File: src/rtl/pipeline_hazard_ctrl.sv
// Stall/bubble generator for the 5-stage pipeline with memory-wait watchdog.
// Optional PIPE_CTRL_PERF_EN adds saturating per-row cycle counters.
module pipeline_hazard_ctrl #(
   parameter int unsigned MEM_TIMEOUT = 1024,
   parameter int unsigned CNT_W       = 11
) (
   input  logic       clk,
   input  logic       resetn,
   input  logic [4:0] d_rs,
   input  logic [4:0] d_rt,
   input  logic       d_use_rs,
   input  logic       d_use_rt,
   input  logic       e_wreg,
   input  logic       e_m2reg,
   input  logic [4:0] e_rn,
   input  logic       e_branch_taken,
   input  logic       m_mem_req,
   input  logic       m_mem_ready,
`ifdef PIPE_CTRL_PERF_EN
   output logic [31:0] perf_mem_cycles,
   output logic [31:0] perf_branch_flush,
   output logic [31:0] perf_load_use,
`endif
   output logic       f_stall,
   output logic       d_stall,
   output logic       e_stall,
   output logic       m_stall,
   output logic       w_stall,
   output logic       d_bubble,
   output logic       e_bubble,
   output logic       m_bubble,
   output logic       w_bubble,
   output logic       mem_err
);

   typedef enum logic [1:0] {
      S_IDLE = 2'd0,
      S_WAIT = 2'd1,
      S_ERR  = 2'd2
   } state_t;

   state_t           state_q, state_d;
   logic [CNT_W-1:0] cnt_q, cnt_d;

   logic mem_miss;
   logic mem_wait;
   logic load_use;
   logic row_mem;
   logic row_br;
   logic row_lu;

   assign mem_miss = m_mem_req & ~m_mem_ready;
   assign mem_wait = mem_miss | (state_q == S_ERR);

   assign load_use = e_wreg & e_m2reg & (e_rn != 5'd0)
                   & ((d_use_rs & (d_rs == e_rn))
                   |  (d_use_rt & (d_rt == e_rn)));

   // One-hot priority rows: memory wait, then branch flush, then load-use.
   assign row_mem = resetn & mem_wait;
   assign row_br  = resetn & ~mem_wait & e_branch_taken;
   assign row_lu  = resetn & ~mem_wait & ~e_branch_taken & load_use;

   // State and wait-counter register.
   always_ff @(posedge clk or negedge resetn) begin
      if (!resetn) begin
         state_q <= S_IDLE;
         cnt_q   <= '0;
      end else begin
         state_q <= state_d;
         cnt_q   <= cnt_d;
      end
   end

   // Next-state: count consecutive wait cycles, trap in ERR on timeout.
   always_comb begin
      state_d = state_q;
      cnt_d   = cnt_q;
      unique case (state_q)
         S_IDLE: begin
            if (mem_miss) begin
               state_d = S_WAIT;
               cnt_d   = CNT_W'(1);
            end
         end
         S_WAIT: begin
            if (!mem_miss) begin
               state_d = S_IDLE;
               cnt_d   = '0;
            end else if (cnt_q == CNT_W'(MEM_TIMEOUT - 1)) begin
               state_d = S_ERR;
            end else begin
               cnt_d = cnt_q + CNT_W'(1);
            end
         end
         S_ERR: begin
            state_d = S_ERR;
         end
         default: begin
            state_d = S_IDLE;
            cnt_d   = '0;
         end
      endcase
   end

   // Decode the active row into stage stall/bubble controls.
   always_comb begin
      f_stall  = 1'b0;
      d_stall  = 1'b0;
      e_stall  = 1'b0;
      m_stall  = 1'b0;
      d_bubble = 1'b0;
      e_bubble = 1'b0;
      w_bubble = 1'b0;
      unique case (1'b1)
         row_mem: begin
            f_stall  = 1'b1;
            d_stall  = 1'b1;
            e_stall  = 1'b1;
            m_stall  = 1'b1;
            w_bubble = 1'b1;
         end
         row_br: begin
            d_bubble = 1'b1;
            e_bubble = 1'b1;
         end
         row_lu: begin
            f_stall  = 1'b1;
            d_stall  = 1'b1;
            e_bubble = 1'b1;
         end
         default: begin
         end
      endcase
   end

   assign w_stall  = 1'b0;
   assign m_bubble = 1'b0;
   assign mem_err  = (state_q == S_ERR);

`ifdef PIPE_CTRL_PERF_EN
   // Saturating cycle counters, one per priority row.
   always_ff @(posedge clk or negedge resetn) begin
      if (!resetn) begin
         perf_mem_cycles   <= '0;
         perf_branch_flush <= '0;
         perf_load_use     <= '0;
      end else begin
         if (row_mem && perf_mem_cycles != '1)
            perf_mem_cycles <= perf_mem_cycles + 32'd1;
         if (row_br && perf_branch_flush != '1)
            perf_branch_flush <= perf_branch_flush + 32'd1;
         if (row_lu && perf_load_use != '1)
            perf_load_use <= perf_load_use + 32'd1;
      end
   end
`endif

endmodule

File: config.mk
export PLATFORM = sky130hd
export DESIGN_NAME = pipeline_hazard_ctrl
export DESIGN_NICKNAME = d
export VERILOG_FILES = /design/src/rtl/pipeline_hazard_ctrl.sv
export SDC_FILE = /design/constraint.sdc
export NUM_CORES = 1
export LEC_CHECK = 0
export CORE_MARGIN = 4
export CORE_UTILIZATION = 33
export DETAILED_ROUTE_END_ITERATION = 10
export SYNTH_ARGS = -nofsm -noshare
export SYNTH_HDL_FRONTEND = slang
export SYNTH_SLANG_ARGS = --single-unit
File: constraint.sdc
create_clock -name clk -period 3.1 [get_ports clk]
set_input_delay 0.31 -clock clk [delete_from_list [all_inputs] [get_ports clk]]
set_output_delay 0.31 -clock clk [all_outputs]
set_load 0.005 [all_outputs]
# Yosys cells after proc, flatten, opt, wreduce, memory -nomap -nowiden
# Index checks and enable logic that the tools add are counted.
# totals
word_cells,46
inputBits,24
regBits,13
# op_classes
n_eq_ne,8
add_sub_neg,1
bitwise,17
n_reduce_logical,6
n_mux,12
# ops
operator,count
two-way mux 11 bit,3
case mux 11 bit (3 select lines),1
adder 11 x 1 -> 11 bit (second input constant),1
bitwise AND 1 bit,11
== test 11 x 10 -> 1 bit (second input constant),1
== test 5 bit,2
two-way mux 2 bit,3
!= test 3 bit (second input constant),2
case mux 2 bit (3 select lines),1
nonzero test 5 bit,1
two-way mux 1 bit,4
inverter 1 bit,4
OR reduction 2 bit,2
AND reduction 3 bit,1
== test 2 x 1 -> 1 bit (second input constant),1
== test 2 bit (second input constant),1
zero test 2 bit,1
!= test 2 bit (second input constant),1
OR 1 bit,2
AND reduction 2 bit,1

# Depth between registers and ports, before layout
# depth
depth_word,9
ltp_mapped,5

# Worst setup path after synthesis
# No wires, ideal clock.
# synth_timing
kind,input port to output port
from,input port e_rn[3]
to,output port f_stall
stages,5
setup_slack_ns,1.442
t_arrival_ns,1.348
path_cell_list,xor2_1 > nor4_1 > a32oi_1 > o31ai_1 > buf_4
# synth_via
elab_chain_cells,7
# synth_rtl
item,line,text
start: declaration,15,"input logic [4:0] e_rn,"
== test 5 bit (on tied branches),"56, 57",
bitwise AND 1 bit (on tied branches),"56, 57",
OR 1 bit,57,| (d_use_rt & (d_rt == e_rn)));
bitwise AND 1 bit (*),56,& ((d_use_rs & (d_rs == e_rn))
bitwise AND 1 bit (*),62,assign row_lu = resetn & ~mem_wait & ~e_branch_taken & load_use;
OR reduction 2 bit (no source line) (*),-,
two-way mux 1 bit (*),-,
end: declaration,24,"output logic f_stall,"
# Every way passes the cells marked *; elsewhere a longest branch is shown, timed or not.

# Worst setup path in the final report
# layout_timing
from,input port e_rn[3]
to,output port f_stall
# layout_via
elab_chain_cells,7
# layout_rtl
item,line,text
== test 5 bit (on tied branches),"56, 57",
bitwise AND 1 bit (on tied branches),"56, 57",
OR 1 bit,57,
bitwise AND 1 bit (*),56,
bitwise AND 1 bit (*),62,
OR reduction 2 bit (no source line) (*),-,
two-way mux 1 bit (*),115,unique case (1'b1)
# Marked as above.

==> metrics.txt <==
total wire length=about 2200 um; CTS max path bufs=2; run status=finished clean; Root Driver=clkbuf_4; WL per Instance=~14 um; die width=60.9 um; Slew Limit Fails=0; met3 wire length=roughly 180 um; GPL Wtd Cong=~0.7; max-cap viol count=0; total negative slack=0 ns; met1 wire length=just over 900 um; total grt overflow=0; Clock transition at path regs=0.08 ns; final hold violation count=0; critical path required time=between 2 and 3 ns; largest net degree at the start of global routing=13; Top Metal Used=met4; Clock Skews=roughly 0.0073 ns; DR vias=slightly above 800; period utilization=roughly 84%; syn_area_per_cell=around 9.1 um2; n_diodes=0; number of placement rows=18; die footprint=approximately 3700 um2; CP Data Arrival Time=2.31 ns; crit path from=e_rn[3]; DP Area=1240 um2; CTS tree=yes; R2R depth=5; post-route ant nets=0; Final min period=~2.6 ns; FF-to-FF setup slack=between 1 and 1.5 ns; fin area=around 1300 um2; RSZ-0062 raised after global routing=false; f_max=between 300 and 400 MHz; capturing point of the worst reg2reg path=cnt_q[8]; setup ws final=a little under 0.5 ns; Yosys warnings=0; post-layout util=between 40% and 50%; cts repair resizes=0; Crit. End Element=output pin; Yosys top cell by area=dfrtp_1; Chip Height=~61 um; worst setup path end=f_stall; r2r startpoint=cnt_q[0]; number of CTS-inserted buffers=3; Starting Density=a little over a third; DR iter-0 viols=between 40 and 50; largest cells by area after synthesis=dfrtp_1 (35%), xor2_1 (7.6%), nand2_1 (4.9%), buf_4 (4.1%), xnor2_1 (3.8%); total iterations of the first detailed-routing run=4; Power per Cell Area=between 200 and 300 nW/um2; DP Worst Slack=0.460 ns; WS Path Type=in -> out; H-tree depth=1; final setup vio count=0; cells after synthesis=about 100; clk sinks=13; IO Port Bufs=31; initial antenna violation count=0; share of the synthesized area in the top cell type=between 30% and 40%; critical path fanouts, max=3; met2 WL post-DR=roughly 1100 um; DP Wirelength=around 1800 um; vias per cell=between 5 and 6; area of the mapped netlist=925 um2; drt drc=0; synth unique cells=40; worst min path class=in -> async; layout cell share with drive strength beyond 1=under 10%; Leak=0.528 nW; Hold Buf Count CTS=0; Worst-Skew Late Latency=about 0.27 ns; vias in the first global route=roughly 830; core area=2570 um2; Area Growth Syn to Fin=37.1%; postcts setup bufs=0; # IOs=34; gr usage total=approximately an eighth; final-stage net count=around 160; FF+latch count, synth=13; peak supply drop=~0.00025 V; first-pass GRT wire length=between 3000 and 4000 um; hold slack=0.294 ns; Critical Path Source Type=input port; sequential area share after synthesis=about a third
## power breakdown
part	switching (mW)	internal, mW	leakage, nW
Clock	0.0530	0.0498	0.0150
Combinational	0.0320	0.0488	0.335
Sequential	0.00616	0.174	0.178
Total	0.0912	0.272	0.528
## logic make-up after synthesis
kind of cell / count (synthesis) / synth area share (%)
AO/OA/AOI/OAI: 26 / 19.5
XOR/XNOR: 12 / 11.4
adder cells (fa/ha/maj): 1 / 1.35
buffers and inverters: 15 / 8.25
flip-flops: 13 / 35.2
multiplexers: 1 / 1.08
other: 1 / 0.406
AND/OR/NAND/NOR: 33 / 22.9
## sequential cells by signal (all words and copies together), names as in the netlist
name,cells
cnt_q,11
state_q,2
## metrics by stage
step           power [mW]  instances
3_5_place_dp        0.265        159
3_3_place_gp        0.263        159
6_report            0.363        163
5_1_grt             0.387        163
2_1_floorplan       0.216        103
4_1_cts             0.369        163
## placed cells by master, fill, tap and decap left out, types with 2 or more instances in the layout
cell / instances
o22ai_1: 2
inv_1: 9
or4_1: 2
nand2_1: 12
o21a_1: 2
o211ai_1: 2
a31oi_1: 4
dfrtp_1: 13
clkdlybuf4s50_1: 31
nand3_1: 2
nor2_1: 4
xnor2_1: 4
xor2_1: 8
o21ai_0: 3
nor4_1: 2
a21oi_1: 3
conb_1: 2
clkbuf_4: 3
a2bb2oi_1: 2
## per-layer routing
metal / global-route usage (%) / vias to the layer above
li1: - / 419
met1: 14.9 / 388
met2: 22.7 / 18
met3: 2.77 / 2
met4: 5.57 / 0
met5: 0 / -
## synthesized netlist by cell type
library cell  number
a21boi_0           1
a21boi_1           1
a21oi_1            3
a21oi_2            1
a2bb2oi_1          2
a31oi_1            4
a32oi_1            1
and2_0             1
and2_1             1
and4_4             1
buf_2              1
buf_4              5
conb_1             1
dfrtp_1           13
ha_1               1
inv_1              9
mux2i_1            1
nand2_1           12
nand2b_1           1
nand3_1            2
nand3_2            1
nand3b_1           1
nand4_4            1
nor2_1             4
nor3_1             1
nor3b_2            1
nor4_1             2
nor4_4             1
o2111ai_1          1
o211ai_1           2
o21a_1             2
o21ai_0            3
o21bai_1           1
o221ai_1           1
o22ai_1            2
o31ai_1            1
or2_1              1
or4_1              2
xnor2_1            4
xor2_1             8
## worst max-delay path: stages
cell and delay [ns]:
clkdlybuf4s50_1 0.47, xor2_1 0.19, nor4_1 0.29, a32oi_1 0.17
o31ai_1 0.31, clkdlybuf4s50_1 0.57
## cell type report
| cell class | instances | area, um2 |
|---|---|---|
| sequential | 13 | 325 |
| inverter | 9 | 33.8 |
| timing repair buffer | 32 | 318 |
| fill | 244 | 1300 |
| tap | 30 | 37.5 |
| clock buffer | 4 | 26.3 |
| multi-input combinational | 75 | 527 |
## how the worst min path moves through the flow
stage / to / slack [ns] / cells past startpoint
finish: cnt_q[9] / 0.29 / 1
global route: cnt_q[9] / 0.31 / 1
CTS: cnt_q[9] / 0.30 / 1
detailed placement: cnt_q[10] / 0.48 / 1
global placement: cnt_q[10] / 0.47 / 1
floorplan: cnt_q[0] / 0.01 / 0
(Power assumes the default switching activity.)
